[src/rtl/vga_scanout.sv]
// vga_scanout: 640x480@60 VGA timing and 4x4-replicated scanout of a 160x120 framebuffer
module vga_scanout #(
   parameter int H_ACTIVE    = 640,
   parameter int H_FRONT     = 16,
   parameter int H_SYNC      = 96,
   parameter int H_BACK      = 48,
   parameter int V_ACTIVE    = 480,
   parameter int V_FRONT     = 10,
   parameter int V_SYNC      = 2,
   parameter int V_BACK      = 33,
   parameter int FB_WIDTH    = 160,
   parameter int SCALE_SHIFT = 2
) (
   input  logic        clk,
   input  logic        resetn,
   output logic [14:0] rd_addr,
   input  logic [2:0]  rd_data,
   output logic        vga_clk,
   output logic        vga_hs,
   output logic        vga_vs,
   output logic        vga_blank_n,
   output logic        vga_sync_n,
   output logic [9:0]  vga_r,
   output logic [9:0]  vga_g,
   output logic [9:0]  vga_b,
   output logic        frame_start
);
   localparam int H_TOTAL = H_ACTIVE + H_FRONT + H_SYNC + H_BACK;
   localparam int V_TOTAL = V_ACTIVE + V_FRONT + V_SYNC + V_BACK;
   localparam logic [9:0] H_LAST = 10'(H_TOTAL - 1);
   localparam logic [9:0] V_LAST = 10'(V_TOTAL - 1);
   localparam logic [9:0] H_ACT  = 10'(H_ACTIVE);
   localparam logic [9:0] V_ACT  = 10'(V_ACTIVE);
   localparam logic [9:0] HS_BEG = 10'(H_ACTIVE + H_FRONT);
   localparam logic [9:0] HS_END = 10'(H_ACTIVE + H_FRONT + H_SYNC);
   localparam logic [9:0] VS_BEG = 10'(V_ACTIVE + V_FRONT);
   localparam logic [9:0] VS_END = 10'(V_ACTIVE + V_FRONT + V_SYNC);
   localparam logic [14:0] STRIDE = 15'(FB_WIDTH);

   logic        phase;
   logic        pix_en;
   logic [9:0]  h_cnt;
   logic [9:0]  v_cnt;
   logic        h_wrap;
   logic        v_wrap;
   logic        active0;
   logic        hs0;
   logic        vs0;
   logic [7:0]  px;
   logic [6:0]  py;
   logic [14:0] addr0;
   logic        active1;
   logic        hs1;
   logic        vs1;

   assign pix_en     = phase;
   assign vga_clk    = phase;
   assign vga_sync_n = 1'b0;

   // stage 0: raster decode and framebuffer address (stride 160 reduces to (py<<7)+(py<<5))
   always_comb begin
      h_wrap  = h_cnt == H_LAST;
      v_wrap  = v_cnt == V_LAST;
      active0 = (h_cnt < H_ACT) && (v_cnt < V_ACT);
      hs0     = !((h_cnt >= HS_BEG) && (h_cnt < HS_END));
      vs0     = !((v_cnt >= VS_BEG) && (v_cnt < VS_END));
      px      = 8'(h_cnt >> SCALE_SHIFT);
      py      = 7'(v_cnt >> SCALE_SHIFT);
      addr0   = active0 ? 15'(15'(py) * STRIDE) + 15'(px) : 15'd0;
   end

   // pixel phase toggles every clk; raster counters advance once per pixel tick
   always_ff @(posedge clk) begin
      if (!resetn) begin
         phase <= 1'b0;
         h_cnt <= 10'd0;
         v_cnt <= 10'd0;
      end else begin
         phase <= ~phase;
         if (pix_en) begin
            h_cnt <= h_wrap ? 10'd0 : h_cnt + 10'd1;
            if (h_wrap)
               v_cnt <= v_wrap ? 10'd0 : v_cnt + 10'd1;
         end
      end
   end

   // one-clk tick on the pixel tick where the raster returns to the top-left corner
   always_ff @(posedge clk) begin
      if (!resetn)
         frame_start <= 1'b0;
      else
         frame_start <= pix_en && h_wrap && v_wrap;
   end

   // stage 1: issue the read address and carry the timing flags alongside it
   always_ff @(posedge clk) begin
      if (!resetn) begin
         rd_addr <= 15'd0;
         active1 <= 1'b0;
         hs1     <= 1'b1;
         vs1     <= 1'b1;
      end else if (pix_en) begin
         rd_addr <= addr0;
         active1 <= active0;
         hs1     <= hs0;
         vs1     <= vs0;
      end
   end

   // stage 2: drive the DAC with colour forced to black outside the active area
   always_ff @(posedge clk) begin
      if (!resetn) begin
         vga_hs      <= 1'b1;
         vga_vs      <= 1'b1;
         vga_blank_n <= 1'b0;
         vga_r       <= 10'd0;
         vga_g       <= 10'd0;
         vga_b       <= 10'd0;
      end else if (pix_en) begin
         vga_hs      <= hs1;
         vga_vs      <= vs1;
         vga_blank_n <= active1;
         vga_r       <= active1 ? {10{rd_data[2]}} : 10'd0;
         vga_g       <= active1 ? {10{rd_data[1]}} : 10'd0;
         vga_b       <= active1 ? {10{rd_data[0]}} : 10'd0;
      end
   end
endmodule

[config.mk]
export PLATFORM = sky130hd
export DESIGN_NAME = vga_scanout
export DESIGN_NICKNAME = d
export VERILOG_FILES = /design/src/rtl/vga_scanout.sv
export SDC_FILE = /design/constraint.sdc
export NUM_CORES = 1
export LEC_CHECK = 0
export ABC_AREA = 1
export BUFFER_PORTS_ARGS = -buffer_cell sky130_fd_sc_hd__clkbuf_2
export CELL_PAD_IN_SITES_DETAIL_PLACEMENT = 2
export CELL_PAD_IN_SITES_GLOBAL_PLACEMENT = 2
export CORE_MARGIN = 2
export CORE_UTILIZATION = 25
export CTS_CLUSTER_DIAMETER = 60
export DETAILED_ROUTE_END_ITERATION = 7
export HOLD_SLACK_MARGIN = 0.02
export PLACE_DENSITY = 0.67
export SYNTH_ARGS = -nofsm -noshare
export SYNTH_HDL_FRONTEND = slang
export SYNTH_SLANG_ARGS = --single-unit
[constraint.sdc]
create_clock -name clk -period 5.55 [get_ports clk]
set_input_delay 0.2775 -clock clk [delete_from_list [all_inputs] [get_ports clk]]
set_output_delay 0.2775 -clock clk [all_outputs]
set_load 0.1 [all_outputs]
## Yosys cells after proc, flatten, opt, wreduce, memory -nomap -nowiden

Index checks and enable logic that the tools add are counted.

- Multiplexer cells: 6
- Add/subtract/negate cells: 3
- Bitwise logic cells: 1
- Reduce and logical (&&, ||, !) cells: 8
- Multipliers: 1
- Equality and inequality tests: 2
- Magnitude comparators: 6

Operators with widths:

| cell | count |
|---|---|
| 2-to-1 mux 10 bit | 5 |
| adder 10 x 1 -> 10 bit (second input constant) | 2 |
| equality test 10 bit (second input constant) | 2 |
| less-than comparator 10 bit (second input constant) | 2 |
| less-than comparator 10 x 9 -> 1 bit (second input constant) | 2 |
| adder 15 x 8 -> 15 bit | 1 |
| 2-to-1 mux 15 bit | 1 |
| >= comparator 10 bit (second input constant) | 1 |
| >= comparator 10 x 9 -> 1 bit (second input constant) | 1 |
| multiplier 7 x 3 -> 10 bit (second input constant) | 1 |
| logical AND 1 bit | 5 |
| zero test 1 bit | 2 |
| AND reduction 2 bit | 1 |
| NOT 1 bit | 1 |

- Output and inout bits: 51
- Bits in registers: 73
- Bits of input ports: 5

## Logic depth before layout (Yosys ltp)

- Word-level depth: 3
- Gate-level depth with buffers: 13
- Gate-level depth less buffers: 13

## Least setup slack after synthesis

No wires, ideal clock.

- Kind: flip-flop to flip-flop
- Start: reg v_cnt[3]
- End: reg rd_addr[12]
- Slack: 3.446 ns
- Clock period less this slack: 2.104 ns
- Cell stages (with the launch flop): 13
- Arrival: 1.989 ns
- Library setup time: 0.115 ns
- Path through: dfxtp_1 -> ha_1 -> ha_1 -> inv_1 -> fa_1 -> nor2_1 -> nand4_1 -> nand2_1 -> inv_1 -> nor2_1 -> nand2_1 -> nand3_1 -> nand2_1

- Longest elaborated chain between the ends: 3

Ends and longest elaborated chain:

| item | line | RTL |
|---|---|---|
| from (decl) | 43 | `logic [9:0] v_cnt;` |
| from (signal assigned) | 83 | `v_cnt <= v_wrap ? 10'd0 : v_cnt + 10'd1;` |
| multiplier 7 x 3 -> 10 bit or less-than comparator 10 x 9 -> 1 bit (tied branches) | 69, 64 |  |
| adder 15 x 8 -> 15 bit or logical AND 1 bit (tied branches) | 69, 64 |  |
| 2-to-1 mux 15 bit * | 69 | `addr0 = active0 ? 15'(15'(py) * STRIDE) + 15'(px) : 15'd0;` |
| to (signal assigned) | 104 | `rd_addr <= addr0;` |
| to (decl) | 16 | `output logic [14:0] rd_addr,` |

Every way passes the cells marked *; elsewhere a longest branch is shown, timed or not.
A chain may end at the register's enable or synchronous reset.

## Worst setup path after layout

- Start: reg v_cnt[3]
- End: reg rd_addr[14]

Same word-level chain as after synthesis.

==> results.cfg <==
[sta]
hold_viol = 0
tightest_slew_ps = 555
fmax_ghz = 0.418
fin_ws_ps = 3160
rsz0062_at_grt = false
finalCriticalPeriod_ps = 2390
skew_ps = 11.5
maxSlewViolCount = 0
setup_tns_ps = 0
final.period_utilization = 0.431
setup-violations-final = 0
maxSlewHeadroom = 0.632
holdWs_ps = 212

[critical_path]
cp-end-kind = register
path_common_cell = nand2_1
reg2reg_from = v_cnt[3]$_SDFFE_PN0P_
cp_num_buf_inv = 2
reg2reg_setup_slack_ps = 3160
r2r_cells = 13
crit_type = reg2reg
slowest_delay_ps = 470
critPathArrivalTime_ps = 2650
r2r-end = rd_addr[14]$_SDFFE_PN0P_
crit_chain = ha_1 -> ha_1 -> inv_1 -> fa_1 -> nor2_1 -> nand4_1 -> nand2_1 -> inv_1 -> nor2_1 -> nand3_1 -> nand2_1 -> nand2_1 -> nand2_1
slowest_stage = dfxtp_1
cp_top_family = adder cells
required_ps = 5800
cp_max_fo = 6
startpoint_type = register

[power]
powerDensity_nw_per_um2 = 214
switchingPower_mw = 0.198
vdd_ir_drop_max_mv = 0.0888
pwr-share-seq = 0.536
p_leak_nw = 1.32
power_frac_comb = 0.121
internal-power_mw = 0.431
switching_share = 0.315
power_frac_clock = 0.343

[final_layout]
drive_gt1_frac = 0.179
antenna_cells = 0
nets = 415
stdcell_count = 528
utilization = 0.287
area_growth_pct = 11.7

[placement]
place_congestion = 0.773
dp_worst_setup_slack_ps = 3140
hpwl_um = 5820
dp.cells = 520
portBuffers = 54

[routing]
wl_per_cell_um = 13.9
drt-initial-drc-count = 81
vias_per_cell = 4.58
ant_nets = 0
first_pass_iters = 4
vias = 2420
wl_um = 7320
drc_errors = 0

[yosys]
synth_flop_cell = dfxtp_1
ys_top_cells_by_count = nand2_1, dfxtp_1, inv_1
synth_top_area_cell = dfxtp_1
synth_top_area_share = 0.349
synthXorXnorAreaFrac = 0.0166
yosys_warnings = 0
synth_fp_nets = 383
synth_compound_gate_area_share = 0.116
yosysMostFrequentCell = nand2_1
synth_simple_gate_area_frac = 0.268
synth.distinct_cells = 32
ys_seq_area_frac = 0.349
avgSynthCellArea_um2 = 7.34
synth_top_family_by_area = simple AND/OR/NAND/NOR gates
ys_ff_latch = 46
async_flop_share = 0
synth-edff-count = 0
syn_inst = 359
synth_fa_ha_area_frac = 0.0959
synthMuxAreaShare = 0
yosys-top-cells-area = dfxtp_1, nand2_1, buf_4
synthesis.area_um2 = 2640

[min_path]
worstHoldStart = rd_data[1]
hold_path_class = in2reg
holdPathEnd = vga_g[8]$_SDFFE_PN0P_
min_path_cells = 2

[cts]
cts.path.max_buffers = 2
cts_tree = yes
cts_setup_buffers = 0
clkSinkCount = 46
cts_buffers = 5
ctsHtreeMaxLevel = 2
cts_resized = 0
cts_root_buf = clkbuf_8
clk_latency_ps = 310
postCtsHoldBufs = 0
clk_pin_slew_ps = 90

[grt]
grt-ovfl-total = 0
antenna_found_initial = 0
grt_pass1_wl_um = 12500
track_usage = 0.138
grt_max_degree = 23
grt_pass1_vias = 2552

[floorplanning]
die_area_um2 = 11400
die_h_um = 107
core_um2 = 10300
die_w_um = 107
initial_core_util = 0.257
rows = 37
boundaryPins = 56

[outcome]
outcome = completed

[job]
drv_cap = 0
==> how the worst max path moves through the flow <==
stage / start / to / slack, ps / depth (start not counted)
2_1_floorplan: v_cnt[3]$_SDFFE_PN0P_ / rd_addr[12]$_SDFFE_PN0P_ / 3450 / 12
3_3_place_gp: v_cnt[5]$_SDFFE_PN0P_ / rd_addr[14]$_SDFFE_PN0P_ / 3310 / 13
3_5_place_dp: v_cnt[3]$_SDFFE_PN0P_ / rd_addr[12]$_SDFFE_PN0P_ / 3140 / 12
4_1_cts: v_cnt[3]$_SDFFE_PN0P_ / rd_addr[14]$_SDFFE_PN0P_ / 3120 / 13
5_1_grt: v_cnt[3]$_SDFFE_PN0P_ / rd_addr[14]$_SDFFE_PN0P_ / 2830 / 13
6_report: v_cnt[3]$_SDFFE_PN0P_ / rd_addr[14]$_SDFFE_PN0P_ / 3160 / 13
==> stage by stage <==
step	instance area (um2)	total power [mW]
floorplan	2640	0.414
global placement	2860	0.421
detailed placement	2860	0.422
CTS	2950	0.644
global route	2950	0.662
finish	2950	0.630
==> worst reg2reg max path, delay by kind of cell (launching register included) <==
family                     cells  cell delay, ps
buffers and inverters          2             160
adders and majority gates      3             970
and+or+nand+nor                8             750
DFF                            1             470
==> logic make-up (layout without fill, tap and decap cells) <==
family,Yosys count,count (layout)
AND/OR/NAND/NOR,159,159
buffers and inverters,77,110
AO/OA/AOI/OAI,52,52
flip-flops,46,46
adder cells (fa/ha/maj),19,19
XOR/XNOR,5,5
other,1,1
==> sequential cells by signal, indices dropped and copies added (netlist names) <==
| name | count |
|---|---|
| vga_hs | 1 |
| v_cnt | 10 |
| hs1 | 1 |
| vga_r | 1 |
| frame_start | 1 |
| vga_g | 1 |
| vga_b | 1 |
| vga_clk | 1 |
| rd_addr | 15 |
| vga_blank_n | 1 |
| vs1 | 1 |
| h_cnt | 10 |
| active1 | 1 |
| vga_vs | 1 |
==> cell usage in the layout, fill, tap and decap left out <==
cell	n
clkinv_4	1
xnor2_1	2
xor2_1	3
a22oi_1	1
o22a_1	1
clkbuf_2	54
nand2_1	80
nor3b_1	3
clkbuf_1	1
a21oi_1	20
and2_1	1
buf_4	1
or2_2	1
nand2_2	1
nand3_2	1
nand3_1	21
nand3b_1	3
clkinv_2	1
nor2_1	24
clkinv_1	1
dfxtp_1	46
ha_1	17
a32o_1	4
clkbuf_8	5
nor2_2	1
fa_1	2
o21ai_0	20
a31o_2	1
inv_2	2
nor3_2	1
nor3_1	13
a31oi_1	1
a221oi_1	1
inv_1	44
conb_1	1
nand4_1	9
a22o_1	3
==> per-layer routing <==
| metal | vias to the layer above | wire length (um) | GRT usage |
|---|---|---|---|
| li1 | 1216 | - | - |
| met1 | 1154 | 3610 | 0.180 |
| met2 | 43 | 3320 | 0.227 |
| met3 | 7 | 294 | 0.0310 |
| met4 | 0 | 89 | 0.0390 |
| met5 | - | 0 | 0 |
==> power groups by stage <==
stage / Combinational (mW) / Clock [mW] / Sequential, mW
2_1_floorplan: 0.0603 / 0 / 0.354
3_3_place_gp: 0.0759 / 0 / 0.345
3_5_place_dp: 0.0767 / 0 / 0.345
4_1_cts: 0.0768 / 0.229 / 0.338
5_1_grt: 0.0797 / 0.244 / 0.338
6_report: 0.0761 / 0.216 / 0.337
==> area by class of cell <==
cell class	count	area, um2
Timing Repair Buffer	55	278
Sequential cell	46	921
Fill cell	1256	7330
Clock buffer	6	72.6
Tap cell	136	170
Inverter	47	176
Multi-Input combinational cell	236	1310
Clock inverter	2	13.8
(Power assumes the default switching activity.)
